File: config.mk
export PLATFORM = sky130hd
export DESIGN_NAME = alu_seq_flat
export DESIGN_NICKNAME = d
export VERILOG_FILES = /design/src/rtl/alu_seq_pkg.sv /design/src/rtl/alu_seq_if.sv /design/src/rtl/alu_seq_iter.sv /design/src/rtl/alu_seq.sv /design/src/flat_wrapper.sv
export SDC_FILE = /design/constraint.sdc
export NUM_CORES = 1
export LEC_CHECK = 0
export ABC_AREA = 1
export BUFFER_PORTS_ARGS = -buffer_cell sky130_fd_sc_hd__buf_2
export CORE_MARGIN = 8
export CORE_UTILIZATION = 25
export CTS_BUF_LIST = sky130_fd_sc_hd__clkbuf_16
export DETAILED_ROUTE_END_ITERATION = 7
export HOLD_SLACK_MARGIN = 0.06
export PLACE_DENSITY_LB_ADDON = 0.1
export SYNTH_ARGS = -nofsm -noshare
export SYNTH_HDL_FRONTEND = slang
export SYNTH_SLANG_ARGS = --single-unit
File: constraint.sdc
create_clock -name clock -period 8.8 [get_ports clock]
set_input_delay 2.64 -clock clock [delete_from_list [all_inputs] [get_ports clock]]
set_output_delay 2.64 -clock clock [all_outputs]
set_load 0.005 [all_outputs]
File: src/rtl/alu_seq_pkg.sv
// Shared types for the multi-cycle ALU: operation codes, status flags and FSM states.
package alu_seq_pkg;

    // Encoding is inherited from the single-cycle ALU and must not be reordered.
    typedef enum logic [3:0] {
        ADD = 4'd0,
        SUB = 4'd1,
        MUL = 4'd2,
        DIV = 4'd3,
        SHL = 4'd4,
        ROL = 4'd5,
        SHR = 4'd6,
        ROR = 4'd7,
        AND = 4'd8,
        OR  = 4'd9,
        XOR = 4'd10,
        NOT = 4'd11
    } alu_op_e;

    typedef enum logic [2:0] {
        NONE      = 3'd0,
        ZERO      = 3'd1,
        CARRY     = 3'd2,
        REMAINDER = 3'd3,
        DIVZERO   = 3'd4
    } alu_flag_e;

    typedef enum logic [1:0] {
        IDLE = 2'd0,
        EXEC = 2'd1,
        DONE = 2'd2
    } alu_state_e;

endpackage

File: src/rtl/alu_seq_if.sv
// Request/response handshake bundle between the register-file read side and writeback.
interface alu_seq_if #(
    parameter int unsigned WIDTH = 8
);
    import alu_seq_pkg::*;

    logic             in_valid;
    logic             in_ready;
    alu_op_e          op;
    logic [WIDTH-1:0] operand_a;
    logic [WIDTH-1:0] operand_b;
    logic             out_valid;
    logic             out_ready;
    logic [WIDTH-1:0] result;
    logic [WIDTH-1:0] result_hi;
    alu_flag_e        flag;

    // Master issues operations and consumes results; slave is the ALU.
    modport master (
        output in_valid, op, operand_a, operand_b, out_ready,
        input  in_ready, out_valid, result, result_hi, flag
    );

    modport slave (
        input  in_valid, op, operand_a, operand_b, out_ready,
        output in_ready, out_valid, result, result_hi, flag
    );

endinterface

File: src/rtl/alu_seq_iter.sv
// Iterative engine: restoring divider (MSB first) or shift-add multiplier (LSB first)
// sharing one accumulator/shift register pair. The first step runs on the start edge.
module alu_seq_iter #(
    parameter int unsigned WIDTH = 8
) (
    input  logic             clock,
    input  logic             reset,
    input  logic             start,
    input  logic             mode,
    input  logic [WIDTH-1:0] a,
    input  logic [WIDTH-1:0] b,
    output logic             busy,
    output logic             done,
    output logic [WIDTH-1:0] lo,
    output logic [WIDTH-1:0] hi
);

    localparam int unsigned CNT_W = $clog2(WIDTH + 1);

    logic [WIDTH-1:0] r_acc;
    logic [WIDTH-1:0] r_q;
    logic [WIDTH-1:0] r_b;
    logic             r_mode;
    logic [CNT_W-1:0] r_cnt;
    logic             r_busy;
    logic             r_done;

    logic [WIDTH-1:0] w_acc_in;
    logic [WIDTH-1:0] w_q_in;
    logic [WIDTH-1:0] w_b_in;
    logic             w_mul;
    logic [WIDTH:0]   w_rem_sh;
    logic [WIDTH:0]   w_diff;
    logic             w_qbit;
    logic [WIDTH:0]   w_sum;
    logic [WIDTH-1:0] w_acc_step;
    logic [WIDTH-1:0] w_q_step;

    // One iteration; on start it operates on the fresh operands instead of the registers.
    always_comb begin
        w_acc_in = start ? '0   : r_acc;
        w_q_in   = start ? a    : r_q;
        w_b_in   = start ? b    : r_b;
        w_mul    = start ? mode : r_mode;

        w_rem_sh = {w_acc_in, w_q_in[WIDTH-1]};
        w_diff   = w_rem_sh - {1'b0, w_b_in};
        w_qbit   = ~w_diff[WIDTH];

        w_sum    = {1'b0, w_acc_in} + (w_q_in[0] ? {1'b0, w_b_in} : '0);

        if (w_mul) begin
            w_acc_step = w_sum[WIDTH:1];
            w_q_step   = {w_sum[0], w_q_in[WIDTH-1:1]};
        end else begin
            w_acc_step = w_qbit ? w_diff[WIDTH-1:0] : w_rem_sh[WIDTH-1:0];
            w_q_step   = {w_q_in[WIDTH-2:0], w_qbit};
        end
    end

    // done pulses for one cycle after the WIDTH-th step has been written.
    always_ff @(posedge clock) begin
        if (reset) begin
            r_acc  <= '0;
            r_q    <= '0;
            r_b    <= '0;
            r_mode <= 1'b0;
            r_cnt  <= '0;
            r_busy <= 1'b0;
            r_done <= 1'b0;
        end else begin
            r_done <= 1'b0;
            if (start) begin
                r_acc  <= w_acc_step;
                r_q    <= w_q_step;
                r_b    <= b;
                r_mode <= mode;
                r_cnt  <= CNT_W'(1);
                r_busy <= 1'b1;
            end else if (r_busy) begin
                r_acc <= w_acc_step;
                r_q   <= w_q_step;
                r_cnt <= r_cnt + CNT_W'(1);
                if (r_cnt == CNT_W'(WIDTH - 1)) begin
                    r_busy <= 1'b0;
                    r_done <= 1'b1;
                end
            end
        end
    end

    assign busy = r_busy;
    assign done = r_done;
    assign lo   = r_q;
    assign hi   = r_acc;

endmodule

File: src/rtl/alu_seq.sv
// Multi-cycle ALU with valid/ready handshakes. Define ALU_ITER_MUL_EN to run MUL on the
// iterative engine (WIDTH+1 latency) instead of an inferred single-cycle multiplier.
module alu_seq
    import alu_seq_pkg::*;
#(
    parameter  int unsigned WIDTH   = 8,
    localparam int unsigned SHAMT_W = $clog2(WIDTH)
) (
    input  logic      clock,
    input  logic      reset,
    alu_seq_if.slave  bus
);

    localparam logic [1:0] ST_IDLE = 2'(IDLE);
    localparam logic [1:0] ST_EXEC = 2'(EXEC);
    localparam logic [1:0] ST_DONE = 2'(DONE);

    logic [1:0]       r_state;
    logic [1:0]       w_state_nxt;
    alu_op_e          r_op;
    alu_op_e          w_op_nxt;
    logic             r_in_ready;
    logic             w_in_ready_nxt;
    logic             r_out_valid;
    logic             w_out_valid_nxt;
    logic [WIDTH-1:0] r_result;
    logic [WIDTH-1:0] w_result_nxt;
    logic [WIDTH-1:0] r_result_hi;
    logic [WIDTH-1:0] w_result_hi_nxt;
    alu_flag_e        r_flag;
    alu_flag_e        w_flag_nxt;

    logic [SHAMT_W-1:0] w_sh;
    logic [SHAMT_W:0]   w_inv;
    logic [WIDTH:0]     w_sum;
    logic [WIDTH:0]     w_diff;
    logic [WIDTH-1:0]   w_sc_lo;
    logic [WIDTH-1:0]   w_sc_hi;
    logic               w_sc_carry;
    logic               w_sc_divz;
    logic               w_needs_exec;
    logic               w_mode_mul;
    logic               w_start;
    logic               w_eng_busy;
    logic               w_eng_done;
    logic [WIDTH-1:0]   w_eng_lo;
    logic [WIDTH-1:0]   w_eng_hi;

`ifndef ALU_ITER_MUL_EN
    logic [2*WIDTH-1:0] w_prod;
    assign w_prod = (2*WIDTH)'(bus.operand_a) * (2*WIDTH)'(bus.operand_b);
`endif

    function automatic alu_flag_e flag_of(input alu_op_e op, input logic [WIDTH-1:0] lo,
                                          input logic hi_nz, input logic carry,
                                          input logic divz);
        if (divz)                                          return DIVZERO;
        if (lo == '0)                                      return ZERO;
        if (carry && (op == ADD || op == SUB || op == MUL)) return CARRY;
        if (op == DIV && hi_nz)                            return REMAINDER;
        return NONE;
    endfunction

    // Single-cycle datapath evaluated straight from the request bus.
    always_comb begin
        w_sh       = bus.operand_b[SHAMT_W-1:0];
        w_inv      = (SHAMT_W+1)'(WIDTH) - (SHAMT_W+1)'(w_sh);
        w_sum      = (WIDTH+1)'(bus.operand_a) + (WIDTH+1)'(bus.operand_b);
        w_diff     = (WIDTH+1)'(bus.operand_a) - (WIDTH+1)'(bus.operand_b);
        w_sc_lo    = '0;
        w_sc_hi    = '0;
        w_sc_carry = 1'b0;
        w_sc_divz  = 1'b0;
        case (bus.op)
            ADD: begin
                w_sc_lo    = w_sum[WIDTH-1:0];
                w_sc_carry = w_sum[WIDTH];
            end
            SUB: begin
                w_sc_lo    = w_diff[WIDTH-1:0];
                w_sc_carry = w_diff[WIDTH];
            end
`ifndef ALU_ITER_MUL_EN
            MUL: begin
                w_sc_lo    = w_prod[WIDTH-1:0];
                w_sc_hi    = w_prod[2*WIDTH-1:WIDTH];
                w_sc_carry = |w_prod[2*WIDTH-1:WIDTH];
            end
`endif
            // Only reached with a zero divisor; nonzero divisors go to the engine.
            DIV: begin
                w_sc_lo   = '1;
                w_sc_hi   = bus.operand_a;
                w_sc_divz = 1'b1;
            end
            SHL: w_sc_lo = bus.operand_a << w_sh;
            SHR: w_sc_lo = bus.operand_a >> w_sh;
            ROL: w_sc_lo = (bus.operand_a << w_sh) | (bus.operand_a >> w_inv);
            ROR: w_sc_lo = (bus.operand_a >> w_sh) | (bus.operand_a << w_inv);
            AND: w_sc_lo = bus.operand_a & bus.operand_b;
            OR:  w_sc_lo = bus.operand_a | bus.operand_b;
            XOR: w_sc_lo = bus.operand_a ^ bus.operand_b;
            NOT: w_sc_lo = ~bus.operand_a;
            default: begin
                w_sc_lo = '0;
                w_sc_hi = '0;
            end
        endcase
    end

`ifdef ALU_ITER_MUL_EN
    assign w_mode_mul   = (bus.op == MUL);
    assign w_needs_exec = (bus.op == DIV && bus.operand_b != '0) || (bus.op == MUL);
`else
    assign w_mode_mul   = 1'b0;
    assign w_needs_exec = (bus.op == DIV && bus.operand_b != '0);
`endif

    // Next-state and registered-output values.
    always_comb begin
        w_state_nxt     = r_state;
        w_op_nxt        = r_op;
        w_in_ready_nxt  = r_in_ready;
        w_out_valid_nxt = r_out_valid;
        w_result_nxt    = r_result;
        w_result_hi_nxt = r_result_hi;
        w_flag_nxt      = r_flag;
        w_start         = 1'b0;
        case (r_state)
            ST_IDLE: begin
                if (bus.in_valid) begin
                    w_op_nxt       = bus.op;
                    w_in_ready_nxt = 1'b0;
                    if (w_needs_exec) begin
                        w_start     = 1'b1;
                        w_state_nxt = ST_EXEC;
                    end else begin
                        w_state_nxt     = ST_DONE;
                        w_out_valid_nxt = 1'b1;
                        w_result_nxt    = w_sc_lo;
                        w_result_hi_nxt = w_sc_hi;
                        w_flag_nxt      = flag_of(bus.op, w_sc_lo, |w_sc_hi, w_sc_carry,
                                                  w_sc_divz);
                    end
                end
            end
            ST_EXEC: begin
                if (w_eng_done) begin
                    w_state_nxt     = ST_DONE;
                    w_out_valid_nxt = 1'b1;
                    w_result_nxt    = w_eng_lo;
                    w_result_hi_nxt = w_eng_hi;
                    w_flag_nxt      = flag_of(r_op, w_eng_lo, |w_eng_hi,
                                              (r_op == MUL) && (|w_eng_hi), 1'b0);
                end
            end
            ST_DONE: begin
                if (bus.out_ready) begin
                    w_state_nxt     = ST_IDLE;
                    w_out_valid_nxt = 1'b0;
                    w_in_ready_nxt  = 1'b1;
                end
            end
            default: begin
                w_state_nxt     = ST_IDLE;
                w_out_valid_nxt = 1'b0;
                w_in_ready_nxt  = 1'b1;
            end
        endcase
    end

    always_ff @(posedge clock) begin
        if (reset) begin
            r_state     <= ST_IDLE;
            r_op        <= ADD;
            r_in_ready  <= 1'b1;
            r_out_valid <= 1'b0;
            r_result    <= '0;
            r_result_hi <= '0;
            r_flag      <= NONE;
        end else begin
            r_state     <= w_state_nxt;
            r_op        <= w_op_nxt;
            r_in_ready  <= w_in_ready_nxt;
            r_out_valid <= w_out_valid_nxt;
            r_result    <= w_result_nxt;
            r_result_hi <= w_result_hi_nxt;
            r_flag      <= w_flag_nxt;
        end
    end

    alu_seq_iter #(
        .WIDTH (WIDTH)
    ) u_iter (
        .clock (clock),
        .reset (reset),
        .start (w_start),
        .mode  (w_mode_mul),
        .a     (bus.operand_a),
        .b     (bus.operand_b),
        .busy  (w_eng_busy),
        .done  (w_eng_done),
        .lo    (w_eng_lo),
        .hi    (w_eng_hi)
    );

    // While waiting in EXEC the engine must still be running or just finishing.
    a_exec_engine_alive: assert property (@(posedge clock) disable iff (reset)
        (r_state == ST_EXEC) |-> (w_eng_busy || w_eng_done));

    assign bus.in_ready  = r_in_ready;
    assign bus.out_valid = r_out_valid;
    assign bus.result    = r_result;
    assign bus.result_hi = r_result_hi;
    assign bus.flag      = r_flag;

endmodule
File: src/flat_wrapper.sv
// flat-port wrapper written by rule: the top's interface ports become plain ports
module alu_seq_flat import alu_seq_pkg::*;
#(
    parameter  int unsigned WIDTH   = 8,
    localparam int unsigned SHAMT_W = $clog2(WIDTH)
)
  (clock, reset, bus_in_valid, bus_op, bus_operand_a, bus_operand_b, bus_out_ready, bus_in_ready, bus_out_valid, bus_result, bus_result_hi, bus_flag);
  alu_seq_if #(.WIDTH(WIDTH)) bus_i ();
  input  logic clock;
  input  logic reset;
  input wire logic [$bits(bus_i.in_valid)-1:0] bus_in_valid;
  input wire logic [$bits(bus_i.op)-1:0] bus_op;
  input wire logic [$bits(bus_i.operand_a)-1:0] bus_operand_a;
  input wire logic [$bits(bus_i.operand_b)-1:0] bus_operand_b;
  input wire logic [$bits(bus_i.out_ready)-1:0] bus_out_ready;
  output wire logic [$bits(bus_i.in_ready)-1:0] bus_in_ready;
  output wire logic [$bits(bus_i.out_valid)-1:0] bus_out_valid;
  output wire logic [$bits(bus_i.result)-1:0] bus_result;
  output wire logic [$bits(bus_i.result_hi)-1:0] bus_result_hi;
  output wire logic [$bits(bus_i.flag)-1:0] bus_flag;
  assign bus_i.in_valid = bus_in_valid;
  assign bus_i.op = bus_op;
  assign bus_i.operand_a = bus_operand_a;
  assign bus_i.operand_b = bus_operand_b;
  assign bus_i.out_ready = bus_out_ready;
  assign bus_in_ready = bus_i.in_ready;
  assign bus_out_valid = bus_i.out_valid;
  assign bus_result = bus_i.result;
  assign bus_result_hi = bus_i.result_hi;
  assign bus_flag = bus_i.flag;
  alu_seq #(.WIDTH(WIDTH)) u_core (.clock(clock), .reset(reset), .bus(bus_i));
endmodule
==> metrics.cfg <==
[synth]
synthArstFlopShare_pct = 0
syn_nets = 1498
synth_top_cells_by_count = nand2_1 (401), inv_1 (222), nor2_1 (124), nand3_1 (102), a21oi_1 (95)
synth_area_leader_cell = nand2_1
syn_area_um2 = 8120
synth_cells = 1355
synth_edf_count = 0
synth_warnings = 0
synth_seq_area_share_pct = 14.3
muxShareOfSynthArea_pct = 0
syn_avg_cell_area_um2 = 5.99
ys_types = 41
synthFlopType = dfxtp_1
synth_top_area_share_pct = 18.5
synthAdderAreaFrac_pct = 22.0
synth_top_family_by_area = simple AND/OR/NAND/NOR gates
ys_ff_latch = 58
yosys.area_share.simple_pct = 35.5
synth.most_common_cell = nand2_1
synth-compound-area-share_pct = 13.2
synth_xor_area_share_pct = 1.40
synthTopCellsByArea = nand2_1 (19%), dfxtp_1 (14%), ha_1 (12%), inv_1 (10%), fa_1 (9.9%)

[hold_path]
whs_path_depth = 2
hold_class = flop to flop

[worst_setup_path]
crit_fanout = 13
cp_top_family = adder cells
reg2reg_depth = 19
end_kind = flop
critPathBufInv = 3
worstSetupPathType = input pin to flop
ff2ff_setup_slack_ps = 5060
worstPathCellList = buf_2, ha_1, fa_1, fa_1, fa_1, inv_1, fa_1, inv_1, ha_1, nand2_1, nor2_1, nand3_1, nand3_1, nand2_1, nand2_1, nor2_1, nand3_1, nand2_1, a21oi_1, nand2_1, a21oi_1
path_depth = 21
cp_slowest_cell = fa_1
crit_top_cell = nand2_1
cpPeakStageDelay_ps = 560
crit_required_ps = 9070
start_kind = input pin
worstPathArrival_ps = 7170

[floorplanning]
start_util_pct = 25.1
fp-row-count = 66
die_h_um = 196
die_w_um = 196
io_pins = 45
core_um2 = 32300
fp.dieArea_um2 = 38500

[status]
status = completed

[clock_tree]
numCtsBuffers = 9
cts_setup_buffers = 0
cts_tree = yes
cts_htree_levels = 3
cts_buffer_depth = 2
clock_latency_ps = 340
root_buffer = clkbuf_16
clkTransAtPathRegs_ps = 60
cts_resized = 0
cts.sinks = 58
cts_hold_buf = 0

[final_layout]
final_nets = 1510
final_util_pct = 27.8
area_growth_pct = 10.5
drive_gt1_share_pct = 6.63
diodes = 0

[power]
leakagePower_nw = 4.95
ir_drop_mv = 0.0799
power_mw = 1.54
p_per_area_nw_per_um2 = 172

[sta]
rsz0062_at_grt = false
slew_headroom_pct = 43.2
finalCritPeriodShare_pct = 78.4
finalSetupTns_ps = 0
slew_viol_final = 0
setup_viol = 0
min_period_ps = 6900
worst_pin_slew_ps = 850
fmax_mhz = 145
hold_violations = 0
layout_setup_ws_ps = 1900
clock_skew_ps = 9.25

[grt]
grt_antenna_before_repair = 0
track_usage_pct = 16.8
grt_max_degree = 38
grt_pass1_wl_um = 50000
grt_pass1_vias = 8349
grt_overflow = 0

[place]
place_congestion = 0.885
dp_slack_ps = 1510
dp_hpwl_um = 25500
io_buffers = 44

[detailed_routing]
via_per_inst = 4.64
drt_iter0_markers = 524
vias = 8424
antenna_left = 0
routed_wirelength_um = 32200
first_pass_iters = 5
wl_per_cell_um = 17.8
route.detailed.drc = 0

[job]
maxCapViolCount = 0

==> worst reg2reg max path, cell delays in order (launching register included) <==
cell and delay, ps:
dfxtp_1 340, nor2_1 150, inv_1 110, nor2_4 150
nand3_4 300, inv_2 330, nand2_1 90, o21ai_0 150
inv_1 80, ha_1 230, fa_1 400, o21ai_0 410
a21oi_1 190, inv_1 100, nand2_2 70, nand2_4 100
inv_2 120, a21oi_1 150, o21ai_1 100, a21oi_1 120
==> kinds of logic after synthesis <==
| logic type | Yosys count |
|---|---|
| flip-flops | 58 |
| AO/OA/AOI/OAI | 200 |
| buffers and inverters | 281 |
| adder cells (fa/ha/maj) | 119 |
| XOR/XNOR | 13 |
| AND/OR/NAND/NOR | 684 |
==> power breakdown <==
part / total (mW) / switching [mW] / internal [mW]
Clock: 0.329 / 0.140 / 0.189
Sequential: 0.331 / 0.0283 / 0.302
Combinational: 0.885 / 0.586 / 0.298
Total: 1.54 / 0.755 / 0.790
==> routing by layer <==
layer / vias to the layer above / wire length (um) / track usage, %
met3: 26 / 909 / 1.44
li1: 4308 / - / -
met5: - / 0 / 0
met2: 153 / 15600 / 29.2
met4: 0 / 461 / 3.85
met1: 3937 / 15300 / 22.3
==> sequential cells by signal (all words and copies together) (netlist names) <==
register and count:
u_core.bus.flag 3, u_core.u_iter.busy 1, u_core.u_iter.r_mode 1, u_core.u_iter.hi 8, u_core.bus.result 8, u_core.bus.out_valid 1
u_core.bus.result_hi 8, u_core.u_iter.lo 8, u_core.bus.in_ready 1, u_core.r_op 4, u_core.r_state 2, u_core.u_iter.r_b 8
u_core.u_iter.r_cnt 4, u_core.u_iter.done 1
==> worst paths after layout <==
path / start / end
hold / removal: u_core.bus.out_valid / u_core.bus.out_valid
setup / recovery: bus_operand_a[4] / u_core.bus.flag[1]
hold reg to reg: u_core.bus.out_valid / u_core.bus.out_valid
setup reg to reg: u_core.r_state[1] / u_core.u_iter.hi[5]
==> final cells by class <==
class                           count  area (um2)
Inverter                          235         887
Clock buffer                        9         225
Tap cell                          442         553
Fill cell                        3729       23300
Sequential cell                    58        1160
Clock inverter                      7        45.0
Multi-Input combinational cell   1016        5860
Timing Repair Buffer               47         243
==> placed cells by master, fill, tap and decap left out, types with 2 or more instances in the layout <==
cell type   count
xor2_1          8
o21ai_1        10
o221ai_1        6
a221oi_1        8
nor3_1          6
nand2_2        10
inv_2           9
a21oi_1        95
a31oi_1         2
nand3b_1        6
clkinv_2        2
fa_1           40
nor2_1        124
nor4_1          5
nand3_1       102
inv_1         222
buf_2          44
dfxtp_1        58
xnor2_1         5
nor2_4          3
buf_4           3
clkinvlp_4      3
nand4_1        20
ha_1           79
nand2_1       401
clkbuf_16       9
clkinv_1        4
o21ai_0        73
o311ai_0        2
==> stage by stage <==
| stage | cells | cell area, um2 | hold WS, ps |
|---|---|---|---|
| 3_3_place_gp | 1798 | 8700 | 448 |
| 3_5_place_dp | 1798 | 8700 | 454 |
| 4_1_cts | 1814 | 8970 | 462 |
| 2_1_floorplan | 1355 | 8120 | 434 |
| 5_1_grt | 1814 | 8970 | 485 |
| 6_report | 1814 | 8970 | 461 |
Power figures use the tool's default switching activity.
